===== config.mk =====
export PLATFORM = sky130hd
export DESIGN_NAME = uart_rx_os_flat
export DESIGN_NICKNAME = d
export VERILOG_FILES = /design/src/rtl/uart_rx_os_pkg.sv /design/src/rtl/uart_rx_os_if.sv /design/src/rtl/uart_rx_os_sync_2ff.sv /design/src/rtl/uart_rx_os.sv /design/src/flat_wrapper.sv
export SDC_FILE = /design/constraint.sdc
export NUM_CORES = 1
export LEC_CHECK = 0
export ABC_AREA = 0
export CAP_MARGIN = 15
export CELL_PAD_IN_SITES_DETAIL_PLACEMENT = 0
export CELL_PAD_IN_SITES_GLOBAL_PLACEMENT = 1
export CORE_ASPECT_RATIO = 2
export CORE_UTILIZATION = 48
export CTS_CLUSTER_SIZE = 14
export DETAILED_ROUTE_END_ITERATION = 10
export PLACE_DENSITY_LB_ADDON = 0.1
export SLEW_MARGIN = 20
export SYNTH_ARGS = -nofsm -noshare
export SYNTH_HDL_FRONTEND = slang
export SYNTH_SLANG_ARGS = --single-unit

===== constraint.sdc =====
create_clock -name clk -period 3.9 [get_ports clk]
set_input_delay 0.78 -clock clk [delete_from_list [all_inputs] [get_ports clk]]
set_output_delay 0.78 -clock clk [all_outputs]
set_load 0.01 [all_outputs]

===== src/rtl/uart_rx_os_pkg.sv =====
// uart_rx_os_pkg: shared receiver state encoding and default frame constants
package uart_rx_os_pkg;
  typedef enum logic [2:0] {IDLE, START, DATA, PARITY, STOP, BREAK} uart_rx_state_t;
  localparam int UART_OS = 16;
  localparam int UART_DBIT = 8;
endpackage


===== src/rtl/uart_rx_os_if.sv =====
// uart_rx_os_if: oversample strobe, serial line and received-word status bundle
interface uart_rx_os_if import uart_rx_os_pkg::*; #(
  parameter int DBIT = UART_DBIT
);
  logic s_tick;
  logic rx;
  logic [DBIT-1:0] dout;
  logic rx_done_tick;
  logic parity_err;
  logic frame_err;
  logic busy;
  modport master (output s_tick, rx, input dout, rx_done_tick, parity_err, frame_err, busy);
  modport slave (input s_tick, rx, output dout, rx_done_tick, parity_err, frame_err, busy);
endinterface


===== src/rtl/uart_rx_os_sync_2ff.sv =====
// sync_2ff: two-flop synchronizer for an asynchronous single-bit input
module sync_2ff #(
  parameter logic RST_VAL = 1'b1
) (
  input  logic clk,
  input  logic rst,
  input  logic d_i,
  output logic q_o
);
  logic [1:0] s_q;
  always_ff @(posedge clk or posedge rst) begin
    if (rst) s_q <= {2{RST_VAL}};
    else s_q <= {s_q[0], d_i};
  end
  assign q_o = s_q[1];
endmodule


===== src/rtl/uart_rx_os.sv =====
// uart_rx_os: oversampling UART receiver with parity and framing status
module uart_rx_os import uart_rx_os_pkg::*; #(
  parameter int DBIT       = UART_DBIT,
  parameter int OS         = UART_OS,
  parameter int SB_TICK    = 16,
  parameter bit PARITY_EN  = 1'b0,
  parameter bit PARITY_ODD = 1'b0
) (
  input logic clk,
  input logic rst,
  uart_rx_os_if.slave u
);
  localparam int SCW = $clog2(OS * 2);
  localparam int NW = $clog2(DBIT);
  localparam logic [SCW-1:0] HALF = SCW'(OS / 2 - 1);
  localparam logic [SCW-1:0] FULL = SCW'(OS - 1);
  localparam logic [SCW-1:0] SBT = SCW'(SB_TICK - 1);
  localparam logic [NW-1:0] LASTN = NW'(DBIT - 1);
  uart_rx_state_t state_q, state_d;
  logic [SCW-1:0] s_cnt_q, s_cnt_d;
  logic [NW-1:0] n_q, n_d;
  logic [DBIT-1:0] b_q, b_d, dout_q, dout_d;
  logic p_q, p_d, done_q, done_d, perr_q, perr_d, ferr_q, ferr_d;
  logic rx_s, tick;
  sync_2ff #(.RST_VAL(1'b1)) u_sync (.clk(clk), .rst(rst), .d_i(u.rx), .q_o(rx_s));
  assign tick = u.s_tick;
  always_comb begin
    state_d = state_q;
    s_cnt_d = s_cnt_q;
    n_d = n_q;
    b_d = b_q;
    p_d = p_q;
    done_d = 1'b0;
    case (state_q)
      IDLE: if (!rx_s) begin
        state_d = START;
        s_cnt_d = '0;
      end
      START: if (tick) begin
        if (s_cnt_q == HALF) begin
          state_d = rx_s ? IDLE : DATA;
          s_cnt_d = '0;
          n_d = '0;
        end else s_cnt_d = s_cnt_q + 1'b1;
      end
      DATA: if (tick) begin
        if (s_cnt_q == FULL) begin
          s_cnt_d = '0;
          b_d = {rx_s, b_q[DBIT-1:1]};
          if (n_q == LASTN) state_d = PARITY_EN ? PARITY : STOP;
          else n_d = n_q + 1'b1;
        end else s_cnt_d = s_cnt_q + 1'b1;
      end
      PARITY: if (tick) begin
        if (s_cnt_q == FULL) begin
          s_cnt_d = '0;
          p_d = rx_s;
          state_d = STOP;
        end else s_cnt_d = s_cnt_q + 1'b1;
      end
      STOP: if (tick) begin
        if (s_cnt_q == SBT) begin
          done_d = 1'b1;
          s_cnt_d = '0;
          state_d = rx_s ? IDLE : BREAK;
        end else s_cnt_d = s_cnt_q + 1'b1;
      end
      BREAK: if (rx_s) state_d = IDLE;
      default: state_d = IDLE;
    endcase
    dout_d = done_d ? b_q : dout_q;
    ferr_d = done_d ? ~rx_s : ferr_q;
    perr_d = done_d ? (PARITY_EN & (^b_q ^ p_q ^ PARITY_ODD)) : perr_q;
  end
  always_ff @(posedge clk or posedge rst) begin
    if (rst) begin
      state_q <= IDLE;
      s_cnt_q <= '0;
      n_q <= '0;
      b_q <= '0;
      p_q <= 1'b0;
      done_q <= 1'b0;
      dout_q <= '0;
      perr_q <= 1'b0;
      ferr_q <= 1'b0;
    end else begin
      state_q <= state_d;
      s_cnt_q <= s_cnt_d;
      n_q <= n_d;
      b_q <= b_d;
      p_q <= p_d;
      done_q <= done_d;
      dout_q <= dout_d;
      perr_q <= perr_d;
      ferr_q <= ferr_d;
    end
  end
  assign u.dout = dout_q;
  assign u.rx_done_tick = done_q;
  assign u.parity_err = perr_q;
  assign u.frame_err = ferr_q;
  assign u.busy = state_q != IDLE;
endmodule


===== src/flat_wrapper.sv =====
// flat-port wrapper written by rule: the top's interface ports become plain ports
module uart_rx_os_flat import uart_rx_os_pkg::*;
#(
  parameter int DBIT       = UART_DBIT,
  parameter int OS         = UART_OS,
  parameter int SB_TICK    = 16,
  parameter bit PARITY_EN  = 1'b0,
  parameter bit PARITY_ODD = 1'b0
)
  (clk, rst, u_s_tick, u_rx, u_dout, u_rx_done_tick, u_parity_err, u_frame_err, u_busy);
  uart_rx_os_if #(.DBIT(DBIT)) u_i ();
  input logic clk;
  input logic rst;
  input wire logic [$bits(u_i.s_tick)-1:0] u_s_tick;
  input wire logic [$bits(u_i.rx)-1:0] u_rx;
  output wire logic [$bits(u_i.dout)-1:0] u_dout;
  output wire logic [$bits(u_i.rx_done_tick)-1:0] u_rx_done_tick;
  output wire logic [$bits(u_i.parity_err)-1:0] u_parity_err;
  output wire logic [$bits(u_i.frame_err)-1:0] u_frame_err;
  output wire logic [$bits(u_i.busy)-1:0] u_busy;
  assign u_i.s_tick = u_s_tick;
  assign u_i.rx = u_rx;
  assign u_dout = u_i.dout;
  assign u_rx_done_tick = u_i.rx_done_tick;
  assign u_parity_err = u_i.parity_err;
  assign u_frame_err = u_i.frame_err;
  assign u_busy = u_i.busy;
  uart_rx_os #(.DBIT(DBIT), .OS(OS), .SB_TICK(SB_TICK), .PARITY_EN(PARITY_EN), .PARITY_ODD(PARITY_ODD)) u_core (.clk(clk), .rst(rst), .u(u_i));
endmodule

# Yosys cells after proc, flatten, opt, wreduce, memory -nomap -nowiden
# Cells that the tools add are included.
[totals] rom_bits=0 input_bits=4 register_bits=31 mem_count=0 output_inout_bits=12 ram_bits=0 latchBits=0 wordCells=70
[classes] muxes=29 shifts=0 multipliers=0 n_reduce_logical=9 addsub=2 n_eq_ne=21 n_lt_le_gt_ge=0 n_bitwise=1 n_div=0
[op_table] cell="two-way mux 3 bit" count=17
[op_table] cell="two-way mux 5 bit" count=5
[op_table] cell="case mux 3 bit (6 select lines)" count=1
[op_table] cell="case mux 5 bit (3 select lines)" count=1
[op_table] cell="inequality test 2 bit (second input constant)" count=7
[op_table] cell="inequality test 2 x 1 -> 1 bit (second input constant)" count=6
[op_table] cell="AND reduction 11 bit" count=1
[op_table] cell="equality test 3 bit (second input constant)" count=3
[op_table] cell="equality test 3 x 2 -> 1 bit (second input constant)" count=2
[op_table] cell="case mux 3 bit (2 select lines)" count=1
[op_table] cell="AND reduction 6 bit" count=1
[op_table] cell="nonzero test 3 bit" count=2
[op_table] cell="adder 5 x 1 -> 5 bit (second input constant)" count=1
[op_table] cell="equality test 5 x 3 -> 1 bit (second input constant)" count=1
[op_table] cell="equality test 5 x 4 -> 1 bit (second input constant)" count=1
[op_table] cell="AND reduction 4 bit" count=1
[op_table] cell="adder 3 x 1 -> 3 bit (second input constant)" count=1
[op_table] cell="equality test 3 x 1 -> 1 bit (second input constant)" count=1
[op_table] cell="zero test 3 bit" count=1
[op_table] cell="two-way mux 1 bit" count=3
[op_table] cell="AND reduction 3 bit" count=1
[op_table] cell="OR reduction 3 bit" count=1
[op_table] cell="two-way mux 2 bit" count=1
[op_table] cell="nonzero test 2 bit" count=1
[op_table] cell="inverter 1 bit" count=1

# Depth between registers and ports, before layout
# Gate-level depths: netlist of run 1.
[depth] depth_word=5 mapped_depth=6 mapped_depth_nobuf=6

# Modules after synthesis
# A second synthesis of run 1 with hierarchy kept.
[unflattened] hier_cells=136 area_unflattened_um2=1640.3
[by_module_without_submodules] module="uart_rx_os" n_inst=1 seq_area_each_um2=725.7 cells_each=133 area_per_inst_um2=1584.0
[by_module_without_submodules] module="sync_2ff" n_inst=1 seq_area_each_um2=52.6 cells_each=3 area_per_inst_um2=56.3

# Least setup slack after synthesis of run 1
# No wires, ideal clock.
[synth_timing] kind="input port to flip-flop" from="input u_s_tick" to="register u_core.dout_q[0] (netlist: u_core.u.dout[0])" setup_slack_ns=2.017 path_buffers=1 setup_ns=0.125 required_time_ns=3.775 arrival_time_ns=1.758 cell_stages=4 cell_sequence="nand2_1 or4_4 buf_6 mux2_4"
[synth_between] elab_chain_len=2
[synth_rtl] item="start: declaration" line="flat_wrapper.sv:14" rtl="input wire logic [$bits(u_i.s_tick)-1:0] u_s_tick;"
[synth_rtl] item="two-way mux 1 bit" line="uart_rx_os.sv:61" rtl="STOP: if (tick) begin"
[synth_rtl] item="two-way mux 1 bit" line="uart_rx_os.sv:34" rtl="case (state_q)"
[synth_rtl] item="end signal: assignment" line="uart_rx_os.sv:93" rtl="dout_q <= dout_d;"
[synth_rtl] item="end: declaration" line="uart_rx_os.sv:22" rtl="logic [DBIT-1:0] b_q, b_d, dout_q, dout_d;"
# Every way passes these cells.
# A chain may end at the register's enable or synchronous reset.

# Worst setup path in the final report of run 1
[layout_timing] from="register u_core.state_q[2]" to="output u_busy"
[layout_between] elab_chain_len=1
[layout_rtl] item="start: declaration" line="uart_rx_os.sv:19" rtl="uart_rx_state_t state_q, state_d;"
[layout_rtl] item="start signal: assignment" line="uart_rx_os.sv:87" rtl="state_q <= state_d;"
[layout_rtl] item="nonzero test 3 bit" line="uart_rx_os.sv:102" rtl="assign u.busy = state_q != IDLE;"
[layout_rtl] item="end: declaration" line="flat_wrapper.sv:20" rtl="output wire logic [$bits(u_i.busy)-1:0] u_busy;"
# Every way passes these cells.

==> results.py, run 1 <==
metrics = {
    "sta": {
        "post-route-min-period_ns": 2.59,
        "setup_viol": 0,
        "layout_setup_ws_ns": 1.31,
        "hold_viol_final": 0,
        "tightestPinTransition_ns": 0.792,
        "setup_tns_ns": 0,
        "fin_skew_ns": 0.00609,
        "max_freq_mhz": 386,
        "min_period_over_period": 0.664,
        "slew_viol_final": 0,
        "rsz0062_at_grt": "false",
        "timing.hold.ws_ns": 0.356,
        "slew-limit-headroom": 0.472,
    },
    "yosys": {
        "ys_ff_latch": 31,
        "synth_top_family_by_area": "multiplexers",
        "yosysMostFrequentCell": "dfrtp_1",
        "synthFlopType": "dfrtp_1",
        "yosysWarnings": 0,
        "synth.area.mux_share": 0.152,
        "ys_seq_area_frac": 0.497,
        "synth_compound_area_frac": 0.117,
        "async_reset_ff_frac": 1.00,
        "synthAdderAreaFrac": 0.0319,
        "synth-xor-area-share": 0,
        "syn_inst": 138,
        "synth_top_cells_by_area": "dfrtp_1 (46%), mux2_2 (7.2%), mux2_4 (6.7%)",
        "syn_avg_cell_area_um2": 11.4,
        "synthSimpleGateAreaFrac": 0.145,
        "synth_cell_types": 44,
        "synthTopCellsByCount": "dfrtp_1 (29), o21ai_0 (12), mux2_2 (10), nand2_1 (10)",
        "yosysTopAreaCell": "dfrtp_1",
        "synth_area_um2": 1570,
        "synth_edf_count": 0,
        "synth_top_area_share": 0.463,
        "syn_nets": 146,
    },
    "power_and_ir_drop": {
        "comb_power_share": 0.270,
        "power_density_nw_per_um2": 533,
        "p_int_mw": 0.621,
        "power_leakage_nw": 0.817,
        "p_switching_mw": 0.325,
        "irDropWorstVdd_uv": 405,
        "seqPwrFrac": 0.481,
        "clkPwrFrac": 0.249,
        "swShare": 0.343,
    },
    "die": {
        "die-height_um": 82.8,
        "ioPinCount": 16,
        "fp.dieW_um": 42.4,
        "die_area_um2": 3510,
        "coreArea_um2": 3120,
        "fp-row-count": 29,
        "start_util": 0.502,
    },
    "cells_and_area": {
        "final_util": 0.569,
        "area_growth_pct": 13.3,
        "fill_cells": 268,
        "register_area_um2": 778,
        "multiInputGateArea_um2": 702,
        "diodes": 0,
        "drive_gt1_frac": 0.209,
        "final_cells": 184,
        "nNetsFinal": 160,
    },
    "critical_path": {
        "cp_max_fo": 19,
        "path_buf_inv": 1,
        "cp_slowest_cell": "dfrtp_1",
        "max_stage_delay_ns": 0.58,
        "worstPathRequired_ns": 3.12,
        "critical-path-top-delay-family": "flip-flops",
        "arrival_ns": 1.81,
        "cp-end-kind": "output port",
        "cp_cell_sequence": "or3_1, clkdlybuf4s50_1",
        "startpoint_type": "flip-flop",
        "critPathKind": "flip-flop to output port",
    },
    "detailed_routing": {
        "drc_errors": 0,
        "via_per_inst": 5.82,
        "drt_iter0_markers": 40,
        "vias": 1070,
        "ant_nets": 0,
        "first_pass_iters": 4,
        "wl_mm": 2.80,
        "avgRoutedWirePerCell_um": 15.2,
    },
    "cts": {
        "clk_pin_slew_ns": 0.06,
        "cts_buffers": 5,
        "ctsResizeCount": 0,
        "cts_tree": "built",
        "htreeDepth": 2,
        "cts.sinks": 31,
        "ctsRootBufferMaster": "clkbuf_8",
        "holdBufCountCts": 0,
        "post_cts_buffers": 0,
        "cts_buffer_depth": 2,
        "insertion_delay_ns": 0.28,
    },
    "place": {
        "dpl.hpwl_mm": 2.10,
        "port_buffers": 14,
        "dp_slack_ns": 1.36,
        "gp_congestion": 0.823,
        "placedCellCount": 176,
    },
    "hold_path": {
        "worstHoldPathType": "flip-flop to flip-flop",
    },
    "flow_run": {
        "max_cap_violations": 0,
    },
    "global_route": {
        "grt_max_degree": 22,
        "grt_use_total": 0.179,
        "grt_overflow_total": 0,
        "grt_pass1_wl_mm": 4.56,
        "antenna_found_initial": 0,
        "grt_pass1_vias": 997,
    },
    "run_status": {
        "status": "completed",
    },
}
[cell families (layout without fill, tap and decap cells)]
group           Yosys count  in the layout
simple gates             41             41
flops                    31             31
buf+inv                  15             30
compound gates           27             27
mux                      19             19
other cells               1              1
fa+ha+maj                 4              4
[power by group through the flow]
stage / registers, mW / logic [mW] / clock network [mW]
floorplan: 0.405 / 0.259 / 0
global placement: 0.457 / 0.252 / 0
detailed placement: 0.460 / 0.257 / 0
CTS: 0.454 / 0.259 / 0.244
global route: 0.463 / 0.295 / 0.254
finish: 0.455 / 0.255 / 0.235
[state kept, by name, summed over array words and instances (netlist names)]
register	flops
u_core.u.dout	8
u_core.n_q	3
u_core.u_sync.s_q	2
u_core.u.rx_done_tick	1
u_core.b_q	8
u_core.state_q	3
u_core.u.frame_err	1
u_core.s_cnt_q	5
[worst register-to-register path: stages, from the launching register on]
cell and delay [ns]:
dfrtp_1 0.40, ha_1 0.20, ha_1 0.19, nor3b_1 0.18, a21oi_1 0.09, nor3_1 0.43, mux2_2 0.39
[cell type report]
type / count / area share
flip-flops and latches: 31 / 0.439
multi-input cells: 92 / 0.396
repair buffers: 15 / 0.0832
clock buffers: 7 / 0.0430
well taps: 31 / 0.0219
inverters: 7 / 0.0148
clock inverters: 1 / 0.00282
[cells in the final DEF, fill, tap and decap left out, drive strengths merged, types with 2 or more instances in the layout]
cell / count
ha: 4
mux2: 17
dfrtp: 29
nor4: 3
nor3b: 2
dfstp: 2
mux2i: 2
clkbuf: 7
nand2: 10
o21ai: 12
nor2: 6
a21oi: 3
and2: 2
clkdlybuf4s50: 14
a22o: 2
nand3: 3
or2: 3
nor2b: 3
inv: 7
nor3: 2
[per-layer routing]
| layer | GRT usage | routed length (µm) | up-vias |
|---|---|---|---|
| li1 | - | - | 517 |
| met1 | 0.192 | 1090 | 522 |
| met2 | 0.311 | 1520 | 24 |
| met3 | 0.0346 | 90 | 7 |
| met4 | 0.125 | 100 | 0 |
| met5 | 0 | 0 | - |
[stage by stage]
step | instance area, µm² | total power, mW
2_1_floorplan | 1570 | 0.664
3_3_place_gp | 1690 | 0.709
3_5_place_dp | 1690 | 0.718
4_1_cts | 1770 | 0.957
5_1_grt | 1770 | 1.01
6_report | 1770 | 0.945
[final timing paths]
kind	from	end	slack (ns)	cells past startpoint
max in group asynchronous	rst	u_core.b_q[1]	2.31	3
worst min register to register	u_core.u_sync.s_q[0]	u_core.u_sync.s_q[1]	0.36	0
worst max register to register	u_core.n_q[0]	u_core.n_q[0]	1.90	6
min in group asynchronous	rst	u_core.s_cnt_q[0]	0.95	2
worst min-delay path	u_core.u_sync.s_q[0]	u_core.u_sync.s_q[1]	0.36	0
worst max-delay path	u_core.state_q[2]	u_busy	1.31	2
(Power assumes the default switching activity.)
==> inputs of run 2 (changes only) <==
--- a/config.mk
+++ b/config.mk
@@ -10,7 +10,7 @@
 export CELL_PAD_IN_SITES_DETAIL_PLACEMENT = 0
 export CELL_PAD_IN_SITES_GLOBAL_PLACEMENT = 1
 export CORE_ASPECT_RATIO = 2
-export CORE_UTILIZATION = 48
+export CORE_UTILIZATION = 40
 export CTS_CLUSTER_SIZE = 14
 export DETAILED_ROUTE_END_ITERATION = 10
 export PLACE_DENSITY_LB_ADDON = 0.1
==> constraint.sdc (replaced) <==
create_clock -name clk -period 2.3 [get_ports clk]
set_input_delay 0.46 -clock clk [delete_from_list [all_inputs] [get_ports clk]]
set_output_delay 0.46 -clock clk [all_outputs]
set_load 0.01 [all_outputs]
==> run 2 against run 1 <==
Die area grew 19%; final cell count grew 13%; global-route usage shrank 0.34 points; via count grew 5.0%; hold slack gained 0.0076 ns; wire length grew 8.7%; sequential share of layout area shrank 2.6 points; combinational power grew 110%; first-iteration DRC count shrank 55%; sequential cell count is the same; cell area grew 6.3%; sequential power grew 62%.
==> results.py, run 2 (synthesized netlist as in run 1, its figures left out) <==
metrics = {
    "run_status": {
        "status": "completed",
    },
    "detailed_routing": {
        "first_pass_iters": 4,
        "drt_iter0_markers": 18,
        "via_per_inst": 5.40,
        "avgRoutedWirePerCell_um": 14.6,
        "ant_nets": 0,
        "vias": 1124,
        "wl_mm": 3.04,
        "drc_errors": 0,
    },
    "sta": {
        "hold_viol_final": 0,
        "min_period_over_period": 0.934,
        "tightestPinTransition_ns": 0.521,
        "post-route-min-period_ns": 2.15,
        "fin_skew_ns": 0.00526,
        "setup_tns_ns": 0,
        "setup_viol": 0,
        "slew-limit-headroom": 0.652,
        "rsz0062_at_grt": "false",
        "max_freq_mhz": 465,
        "slew_viol_final": 0,
        "timing.hold.ws_ns": 0.364,
    },
    "cells_and_area": {
        "drive_gt1_frac": 0.252,
        "nNetsFinal": 166,
        "final_cells": 208,
        "final_util": 0.512,
        "diodes": 0,
        "final_cell_mix": "dfrtp_1 (29), clkdlybuf4s50_1 (14), o21ai_0 (12), nand2_1 (10), mux2_2 (10)",
        "layout_commonest_cell": "dfrtp_1",
        "fin_area_um2": 1890,
        "area_growth_pct": 20.4,
    },
    "critical_path": {
        "startpoint_type": "flip-flop",
        "cp_max_fo": 14,
        "reg2reg_depth": 4,
        "r2r_end": "u_core.u.dout[0]",
        "arrival_ns": 1.69,
        "r2r_slack_ns": 0.30,
        "cp_cell_sequence": "or3_1, clkdlybuf4s50_1",
        "worstPathRequired_ns": 1.84,
        "cp_slowest_cell": "dfrtp_1",
        "cp-end-kind": "output port",
        "reg2reg_from": "u_core.s_cnt_q[0]",
        "startpoint": "u_core.state_q[1]",
        "endpoint": "u_busy",
        "max_stage_delay_ns": 0.53,
        "critPathKind": "flip-flop to output port",
    },
    "cts": {
        "clk_pin_slew_ns": 0.07,
        "ctsResizeCount": 0,
        "post_cts_buffers": 0,
        "cts_tree": "built",
        "cts_buffers": 5,
        "holdBufCountCts": 0,
        "cts_buffer_depth": 2,
        "cts.sinks": 31,
        "htreeDepth": 2,
        "ctsRootBufferMaster": "clkbuf_8",
        "insertion_delay_ns": 0.28,
    },
    "die": {
        "coreArea_um2": 3680,
        "fp-row-count": 31,
        "die_area_um2": 4190,
        "ioPinCount": 16,
        "start_util": 0.425,
        "fp.dieW_um": 46.3,
        "die-height_um": 90.5,
    },
    "place": {
        "placedCellCount": 200,
        "gp_congestion": 0.802,
        "port_buffers": 14,
        "dpl.hpwl_mm": 2.30,
        "dpl_cell_area_um2": 1770,
    },
    "power_and_ir_drop": {
        "power_leakage_nw": 0.866,
        "power_density_nw_per_um2": 956,
        "irDropWorstVdd_uv": 630,
    },
    "hold_path": {
        "worstHoldPathType": "flip-flop to flip-flop",
    },
    "global_route": {
        "grt_overflow_total": 0,
        "antenna_found_initial": 0,
        "grt_pass1_wl_mm": 5.26,
        "grt_pass1_vias": 1118,
        "grt_max_degree": 21,
        "grt_use_total": 0.176,
    },
    "flow_run": {
        "max_cap_violations": 0,
    },
}
run 2: cell count changes in the layout (fill, tap and decap cells not counted), sizes merged:
cell    change
clkbuf      -2
bufinv      +1
clkinv      +1
buf         +6
run 2: per-layer routing:
metal,routed length (µm),track usage,up-vias
li1,-,-,531
met1,1140,0.175,548
met2,1660,0.296,35
met3,103,0.0400,10
met4,133,0.120,0
met5,0,0,-
run 2: cell type report:
| type | instances | area [µm²] |
|---|---|---|
| fillers | 356 | 1800 |
| flip-flops and latches | 31 | 778 |
| multi-input cells | 92 | 702 |
| repair buffers | 21 | 205 |
| clock buffers | 5 | 68.8 |
| well taps | 49 | 61.3 |
| clock inverters | 3 | 43.8 |
| inverters | 7 | 26.3 |
run 2: metrics by stage:
step / setup slack, ns / power [mW]
2_1_floorplan: 0.481 / 1.13
6_report: 0.151 / 1.80
3_3_place_gp: 0.144 / 1.26
4_1_cts: 0.138 / 1.83
5_1_grt: 0.0618 / 1.93
3_5_place_dp: 0.113 / 1.28
run 2: how the worst min path moves through the flow:
stage	cells past startpoint	slack, ns	startpoint	to
after global placement	0	0.35	u_core.u_sync.s_q[0]	u_core.u_sync.s_q[1]
after floorplan	0	0.35	u_core.u_sync.s_q[0]	u_core.u_sync.s_q[1]
after global routing	0	0.37	u_core.u_sync.s_q[0]	u_core.u_sync.s_q[1]
final	0	0.36	u_core.u_sync.s_q[0]	u_core.u_sync.s_q[1]
after detailed placement	0	0.35	u_core.u_sync.s_q[0]	u_core.u_sync.s_q[1]
after CTS	0	0.36	u_core.u_sync.s_q[0]	u_core.u_sync.s_q[1]
run 2: critical path: cells and delay by family, from the launching register on:
kind | cells | cell delay (ns)
flops | 1 | 0.53
simple gates | 1 | 0.39
buf+inv | 1 | 0.49
run 2: power by group:
part	total, mW	switching (mW)	internal, mW
clock network	0.535	0.212	0.322
logic	0.534	0.280	0.253
registers	0.735	0.108	0.627
total	1.80	0.601	1.20
==> inputs of run 3 (changes only) <==
--- a/config.mk
+++ b/config.mk
@@ -14,7 +14,6 @@
 export CTS_CLUSTER_SIZE = 14
 export DETAILED_ROUTE_END_ITERATION = 10
 export PLACE_DENSITY_LB_ADDON = 0.1
-export SLEW_MARGIN = 20
 export SYNTH_ARGS = -nofsm -noshare
 export SYNTH_HDL_FRONTEND = slang
 export SYNTH_SLANG_ARGS = --single-unit
==> results of run 3 <==
Final layout, timing and power as in run 2 (identical DEF).
